[src/rtl/divider_seq_if.sv]
// divider_seq handshake/data bundle.
// slave: start/dividend/divisor in; quotient/remainder/busy/done/divByZero out.
interface divider_seq_if #(
  parameter int WIDTH = 32
);
  logic             start;
  logic [WIDTH-1:0] dividend;
  logic [WIDTH-1:0] divisor;
  logic [WIDTH-1:0] quotient;
  logic [WIDTH-1:0] remainder;
  logic             busy;
  logic             done;
  logic             divByZero;

  modport master (
    output start, dividend, divisor,
    input  quotient, remainder,
    input  busy, done, divByZero
  );

  modport slave (
    input  start, dividend, divisor,
    output quotient, remainder,
    output busy, done, divByZero
  );
endinterface

[src/rtl/divider_seq.sv]
// Sequential restoring unsigned divider, one quotient bit per clock.
// Ports: clk, rst (async high), io (slave): start/operands in, results/status out.
module divider_seq #(
  parameter int WIDTH = 32
) (
  input  logic          clk,
  input  logic          rst,
  divider_seq_if.slave  io
);
  localparam int CW = (WIDTH > 1) ? $clog2(WIDTH) : 1;

  typedef enum logic [1:0] {
    IDLE,
    RUN,
    DONE
  } state_t;

  state_t           state_q, state_d;
  logic [WIDTH-1:0] q_q, q_d;
  logic [WIDTH-1:0] d_q, d_d;
  logic [WIDTH:0]   p_q, p_d;
  logic [CW-1:0]    cnt_q, cnt_d;
  logic [WIDTH-1:0] quo_q, quo_d;
  logic [WIDTH-1:0] rem_q, rem_d;
  logic             dbz_q, dbz_d;

  logic [WIDTH:0]   t;
  logic             ge;
  logic [WIDTH:0]   step_p;
  logic [WIDTH-1:0] step_q;

  // One restoring step: shift next dividend bit into P,
  // subtract D when it fits.
  always_comb begin
    t      = {p_q[WIDTH-1:0], q_q[WIDTH-1]};
    ge     = (t >= {1'b0, d_q});
    step_p = ge ? (t - {1'b0, d_q}) : t;
    step_q = {q_q[WIDTH-2:0], ge};
  end

  always_comb begin
    state_d = state_q;
    q_d     = q_q;
    d_d     = d_q;
    p_d     = p_q;
    cnt_d   = cnt_q;
    quo_d   = quo_q;
    rem_d   = rem_q;
    dbz_d   = dbz_q;
    unique case (state_q)
      IDLE: begin
        if (io.start) begin
          q_d     = io.dividend;
          d_d     = io.divisor;
          p_d     = '0;
          cnt_d   = CW'(WIDTH - 1);
          state_d = RUN;
        end
      end
      RUN: begin
        p_d   = step_p;
        q_d   = step_q;
        cnt_d = cnt_q - CW'(1);
        if (cnt_q == '0) begin
          // Publish straight from the final step's result.
          quo_d   = step_q;
          rem_d   = step_p[WIDTH-1:0];
          dbz_d   = (d_q == '0);
          state_d = DONE;
        end
      end
      DONE: begin
        state_d = IDLE;
      end
      default: begin
        state_d = IDLE;
      end
    endcase
  end

  always_ff @(posedge clk or posedge rst) begin
    if (rst) begin
      state_q <= IDLE;
      q_q     <= '0;
      d_q     <= '0;
      p_q     <= '0;
      cnt_q   <= '0;
      quo_q   <= '0;
      rem_q   <= '0;
      dbz_q   <= 1'b0;
    end else begin
      state_q <= state_d;
      q_q     <= q_d;
      d_q     <= d_d;
      p_q     <= p_d;
      cnt_q   <= cnt_d;
      quo_q   <= quo_d;
      rem_q   <= rem_d;
      dbz_q   <= dbz_d;
    end
  end

  // Status decodes straight off the state register.
  assign io.busy      = (state_q == RUN);
  assign io.done      = (state_q == DONE);
  assign io.quotient  = quo_q;
  assign io.remainder = rem_q;
  assign io.divByZero = dbz_q;
endmodule

[src/flat_wrapper.sv]
// flat-port wrapper written by rule: the top's interface ports become plain ports
module divider_seq_flat 
#(
  parameter int WIDTH = 32
)
  (clk, rst, io_start, io_dividend, io_divisor, io_quotient, io_remainder, io_busy, io_done, io_divByZero);
  divider_seq_if #(.WIDTH(WIDTH)) io_i ();
  input  logic clk;
  input  logic rst;
  input wire logic [$bits(io_i.start)-1:0] io_start;
  input wire logic [$bits(io_i.dividend)-1:0] io_dividend;
  input wire logic [$bits(io_i.divisor)-1:0] io_divisor;
  output wire logic [$bits(io_i.quotient)-1:0] io_quotient;
  output wire logic [$bits(io_i.remainder)-1:0] io_remainder;
  output wire logic [$bits(io_i.busy)-1:0] io_busy;
  output wire logic [$bits(io_i.done)-1:0] io_done;
  output wire logic [$bits(io_i.divByZero)-1:0] io_divByZero;
  assign io_i.start = io_start;
  assign io_i.dividend = io_dividend;
  assign io_i.divisor = io_divisor;
  assign io_quotient = io_i.quotient;
  assign io_remainder = io_i.remainder;
  assign io_busy = io_i.busy;
  assign io_done = io_i.done;
  assign io_divByZero = io_i.divByZero;
  divider_seq #(.WIDTH(WIDTH)) u_core (.clk(clk), .rst(rst), .io(io_i));
endmodule
[config.mk]
export PLATFORM = sky130hd
export DESIGN_NAME = divider_seq_flat
export DESIGN_NICKNAME = d
export VERILOG_FILES = /design/src/rtl/divider_seq_if.sv /design/src/rtl/divider_seq.sv /design/src/flat_wrapper.sv
export SDC_FILE = /design/constraint.sdc
export NUM_CORES = 1
export LEC_CHECK = 0
export ABC_AREA = 1
export CORE_MARGIN = 2
export CORE_UTILIZATION = 55
export CTS_BUF_LIST = sky130_fd_sc_hd__clkbuf_4 sky130_fd_sc_hd__clkbuf_8
export DETAILED_ROUTE_END_ITERATION = 10
export GPL_TIMING_DRIVEN = 0
export MAX_ROUTING_LAYER = met4
export PLACE_DENSITY_LB_ADDON = 0.08
export SKIP_LAST_GASP = 1
export SYNTH_ARGS = -nofsm -noshare
export SYNTH_HDL_FRONTEND = slang
export SYNTH_SLANG_ARGS = --single-unit
[constraint.sdc]
create_clock -name clk -period 13.8 [get_ports clk]
set_input_delay 1.38 -clock clk [delete_from_list [all_inputs] [get_ports clk]]
set_output_delay 1.38 -clock clk [all_outputs]
set_load 0.05 [all_outputs]
== Word level (Yosys, flattened, before mapping) ==
Index checks and enable logic that the tools add are counted.

* Bits in registers: 168
* Input port bits: 67
* Output and inout port bits: 67
* Logic and storage cells: 33

* Multiplexer cells: 10
* Order comparisons: 1
* $add $sub $neg: 2
* Reductions and logical operators: 8
* Eq/ne operators: 4

{| class="wikitable"
|+ Operators by type and width
! operator !! number
|-
| $pmux W32 S2 || 2
|-
| $mux W32 || 3
|-
| $ge A33 B32 Y1 || 1
|-
| $logic_not A32 Y1 || 1
|-
| $sub A32 B32 Y32 || 1
|-
| $pmux W5 S2 || 1
|-
| $reduce_and A2 Y1 || 4
|-
| $logic_not A5 Y1 || 1
|-
| $mux W5 || 1
|-
| $sub A5 B1 Y5 const B || 1
|-
| $mux W2 || 2
|-
| $pmux W2 S2 || 1
|-
| $eq A2 B1 Y1 const B || 1
|-
| $eq A2 B2 Y1 const B || 1
|-
| $logic_not A2 Y1 || 1
|-
| $ne A2 B1 Y1 const B || 1
|-
| $ne A2 B2 Y1 const B || 1
|-
| $reduce_bool A2 Y1 || 1
|}

== Longest topological paths before layout ==
* Depth after elaboration: 3
* Depth in mapped cells: 18
* Mapped depth without buffers: 16

== Worst setup path after synthesis ==
No wires, ideal clock.

* Path kind: register -> output
* Start point: register u_core.state_q[1]
* End point: output io_busy
* Arrival: 1288 ps
* Cell stages (with the launch flop): 6
* Buffers on the path: 2
* Path slack: 11132 ps
* Required time: 12420 ps
* Path through: dfrtp_1 -> inv_1 -> nand2_1 -> inv_1 -> clkbuf_1 -> buf_2

* Longest elaborated chain between the ends: 1

{| class="wikitable"
|+ RTL lines
! item !! RTL line !! RTL
|-
| from (decl) || divider_seq.sv:18 || <nowiki>state_t state_q, state_d;</nowiki>
|-
| from (signal assigned) || divider_seq.sv:92 || <nowiki>state_q <= state_d;</nowiki>
|-
| $eq A2 B1 Y1 || divider_seq.sv:104 || <nowiki>assign io.busy = (state_q == RUN);</nowiki>
|-
| to (decl) || flat_wrapper.sv:15 || <nowiki>output wire logic [$bits(io_i.busy)-1:0] io_busy;</nowiki>
|}

Every way passes these cells.

== Final worst setup path ==
Ends and elaborated chain as after synthesis.

==> run summary <==
htree depth -> 4
Main synth FF type -> dfrtp_1
max-cap check violation count -> 0
Layout Area Growth over Synthesis -> 21.7%
post-DP HPWL -> 21600 um
highest clock rate -> 224 MHz
GPL Wtd Cong -> 1.02
global route hottest layer -> met2
crit path capture type -> primary output
Detailed Route WL -> 28600 um
post-synthesis mux area share -> 0%
power density over cell area -> 213 mW/mm^2
Syn Area/Cell -> 7.32 um^2
PnR Total Power -> 2.46 mW
HP Class -> reg2reg
Synth Area in Simple Gates -> 28.7%
cell area after synthesis -> 0.00946 mm^2
critical path class -> reg2out
post-placement worst setup slack -> 9.45 ns
worst-margin pin slew -> 1.22 ns
Critical Path Most Common Cell -> inv_1
Inst Count DP -> 1646
worst setup margin -> 9.34 ns
Critical Path Max Stage Delay -> 0.88 ns
Layout Utilization -> 68.9%
GRT overflow -> 0
first-pass GRT wire length -> 46000 um
Skew-Pair Late Insertion Delay -> 0.49 ns
initial antenna violation count -> 0
die extent in x -> 135 um
clk root buf -> clkbuf_8
IO buf count -> 133
hold buffers post-CTS -> 0
sequential area share after synthesis -> 44.5%
Fin Setup TNS -> 0 ns
crit path DAT -> 3.08 ns
post-route clock period utilization -> 32.3%
RSZ-0062 raised after global routing -> no
non-filler cells, final -> 1678
CP required -> 12.42 ns
startpoint types -> flop
routing usage on met1 -> 45.5%
CTS resizes -> 0
Comb pwr share -> 56.2%
via count -> 8937
n_diodes -> 0
Clock Sinks -> 168
Synth Area in Adders -> 4.71%
CTS clock-pin slew for the worst setup and hold paths -> 0.10 ns
Initial Util -> 56.6%
final count of hold timing violations -> 0
Routed Antenna Nets -> 0
sw frac -> 50.4%
CTS tree -> built
Worst Hold Margin -> 0.486 ns
static leakage -> 5.99 nW
sequential share of power -> 28.9%
Final Skew -> 0.0178 ns
initial drt markers -> 661
die extent in y -> 135 um
# IOs -> 134
met2 GRT Util -> 53.2%
slowest CP cell -> clkdlybuf4s50_1
EDFF count, synth -> 0
num rows -> 47
area leader, netlist -> dfrtp_1
Placed Area -> 0.0111 mm^2
main combinational cell family by area after synthesis -> simple AND/OR/NAND/NOR gates
DRC viols -> 0
ranking of synthesized cells by area -> dfrtp_1, nand2_1, inv_1
Nets -> 1547
ys async rst share -> 100%
Synth Area in XOR/XNOR -> 1.48%
Syn Inst Count -> 1292
switching power -> 1.24 mW
Yosys Warn Count -> 0
largest fanout on the critical path -> 10
die area -> 0.0183 mm^2
VDD IR max -> 0.0976 mV
Post-Synthesis Net Count -> 1394
post-route cell area -> 0.0115 mm^2
vias in the first global route -> 8716
clock power share -> 14.9%
Final setup viols -> 0
Synth cell types -> 36
GRT Total Usage -> 33.8%
flops & latches, synth -> 168
minimum clock period -> 4.46 ns
outcome -> completed
Final Max Slew Viols -> 0
largest net degree at the start of global routing -> 114
clock buffer count from CTS -> 17
M3 GR Usage -> 4.43%
Synth top area share -> 44.5%
slew margin rel. -> 18.3%
total iterations of the first detailed-routing run -> 8
share of cells above drive strength 1 -> 4.18%
DR WL/cell -> 17.0 um
Post-CTS Setup Inserts -> 0
worst-path cell chain -> inv_1, nand2_1, inv_1, clkbuf_1, buf_2, clkdlybuf4s50_1
DR vias/cell -> 5.33
Internal -> 1.22 mW
core box area -> 0.0167 mm^2
Synth Area in Compound Gates -> 10.3%
Clock Path Buffers -> 2
[final timing paths]
| check | from | end | slack, ns | cells past startpoint |
|---|---|---|---|---|
| min reg2reg | u_core.io.remainder[6] | u_core.io.remainder[6] | 0.49 | 2 |
| max | u_core.state_q[1] | io_busy | 9.34 | 6 |
| min | u_core.io.remainder[6] | u_core.io.remainder[6] | 0.49 | 2 |
| max reg2reg | u_core.state_q[1] | u_core.q_q[2] | 10.77 | 7 |
| max in group asynchronous | rst | u_core.d_q[22] | 11.61 | 3 |
| min in group asynchronous | rst | u_core.q_q[26] | 1.30 | 2 |
[power groups by stage]
stage / Clock (mW) / Sequential (mW) / Combinational (mW)
6_report: 0.367 / 0.710 / 1.38
5_1_grt: 0.384 / 0.725 / 1.55
3_5_place_dp: 0 / 0.715 / 1.35
2_1_floorplan: 0 / 0.735 / 0.947
3_3_place_gp: 0 / 0.712 / 1.33
4_1_cts: 0.368 / 0.707 / 1.36
[critical path: cells and delay by family, from the launching register on]
| kind | cells | cell delay [ns] |
|---|---|---|
| buf+inv | 5 | 2.01 |
| simple gates | 1 | 0.22 |
| flops | 1 | 0.37 |
[kinds of logic after synthesis]
family | Yosys count
buffers and inverters | 244
flip-flops | 168
AO/OA/AOI/OAI | 174
adder cells (fa/ha/maj) | 35
AND/OR/NAND/NOR | 655
XOR/XNOR | 16
[layout by cell type, fill, tap and decap left out, types with 3 or more instances in the layout]
cell type and n:
clkinv_8 5, clkdlybuf4s50_1 133, nand2_1 469, buf_2 5, nor3_1 10, buf_1 3, nand3_1 92, o221ai_1 5
clkbuf_1 30, clkbuf_8 17, nor4_1 7, xnor2_1 6, nor2_1 44, o21bai_1 3, buf_4 3, a21oi_1 22
inv_6 3, a22oi_1 28, dfrtp_1 168, nand4_1 9, o21ai_0 110, inv_8 4, nand3b_1 10, ha_1 34
xor2_1 10, nand2_2 6, nor2_2 3, inv_1 194, buf_6 4
[sequential cells by signal, indices dropped and copies added, names as in the netlist]
name                 count
u_core.io.remainder     32
u_core.io.divByZero      1
u_core.io.quotient      32
u_core.state_q           2
u_core.d_q              32
u_core.cnt_q             5
u_core.q_q              32
u_core.p_q              32
[metal layers]
layer / wire (um) / vias to the layer above
met1: 12900 / 4175
li1: - / 4390
met5: 0 / -
met3: 1660 / 72
met4: 837 / 0
met2: 13200 / 300
[synth_stat cells, types with 2 or more instances]
| cell type | number |
|---|---|
| xnor2_1 | 6 |
| xor2_1 | 10 |
| a22oi_1 | 28 |
| buf_2 | 5 |
| o21ai_1 | 2 |
| buf_4 | 3 |
| nand3b_1 | 10 |
| dfrtp_1 | 168 |
| nand3_2 | 2 |
| nor4_1 | 7 |
| o21ai_0 | 110 |
| a21oi_1 | 22 |
| ha_1 | 34 |
| nand2_1 | 469 |
| nor2_2 | 3 |
| clkbuf_1 | 30 |
| inv_2 | 2 |
| o221ai_1 | 5 |
| nand4_1 | 9 |
| inv_1 | 195 |
| buf_1 | 3 |
| nand2_2 | 6 |
| o21bai_1 | 3 |
| buf_6 | 4 |
| nor3_1 | 10 |
| nor2_1 | 44 |
| nand3_1 | 92 |
| and2_1 | 2 |
[area by class of cell]
cell class / count / area [um^2]
Fill cell: 1450 / 5190
Multi-Input combinational cell: 880 / 4280
Sequential cell: 168 / 4200
Timing Repair Buffer: 134 / 1360
Inverter: 198 / 751
Tap cell: 220 / 275
Clock buffer: 17 / 234
Buffer: 46 / 231
Clock inverter: 15 / 180
No activity file was read; power rests on OpenSTA's default activity.
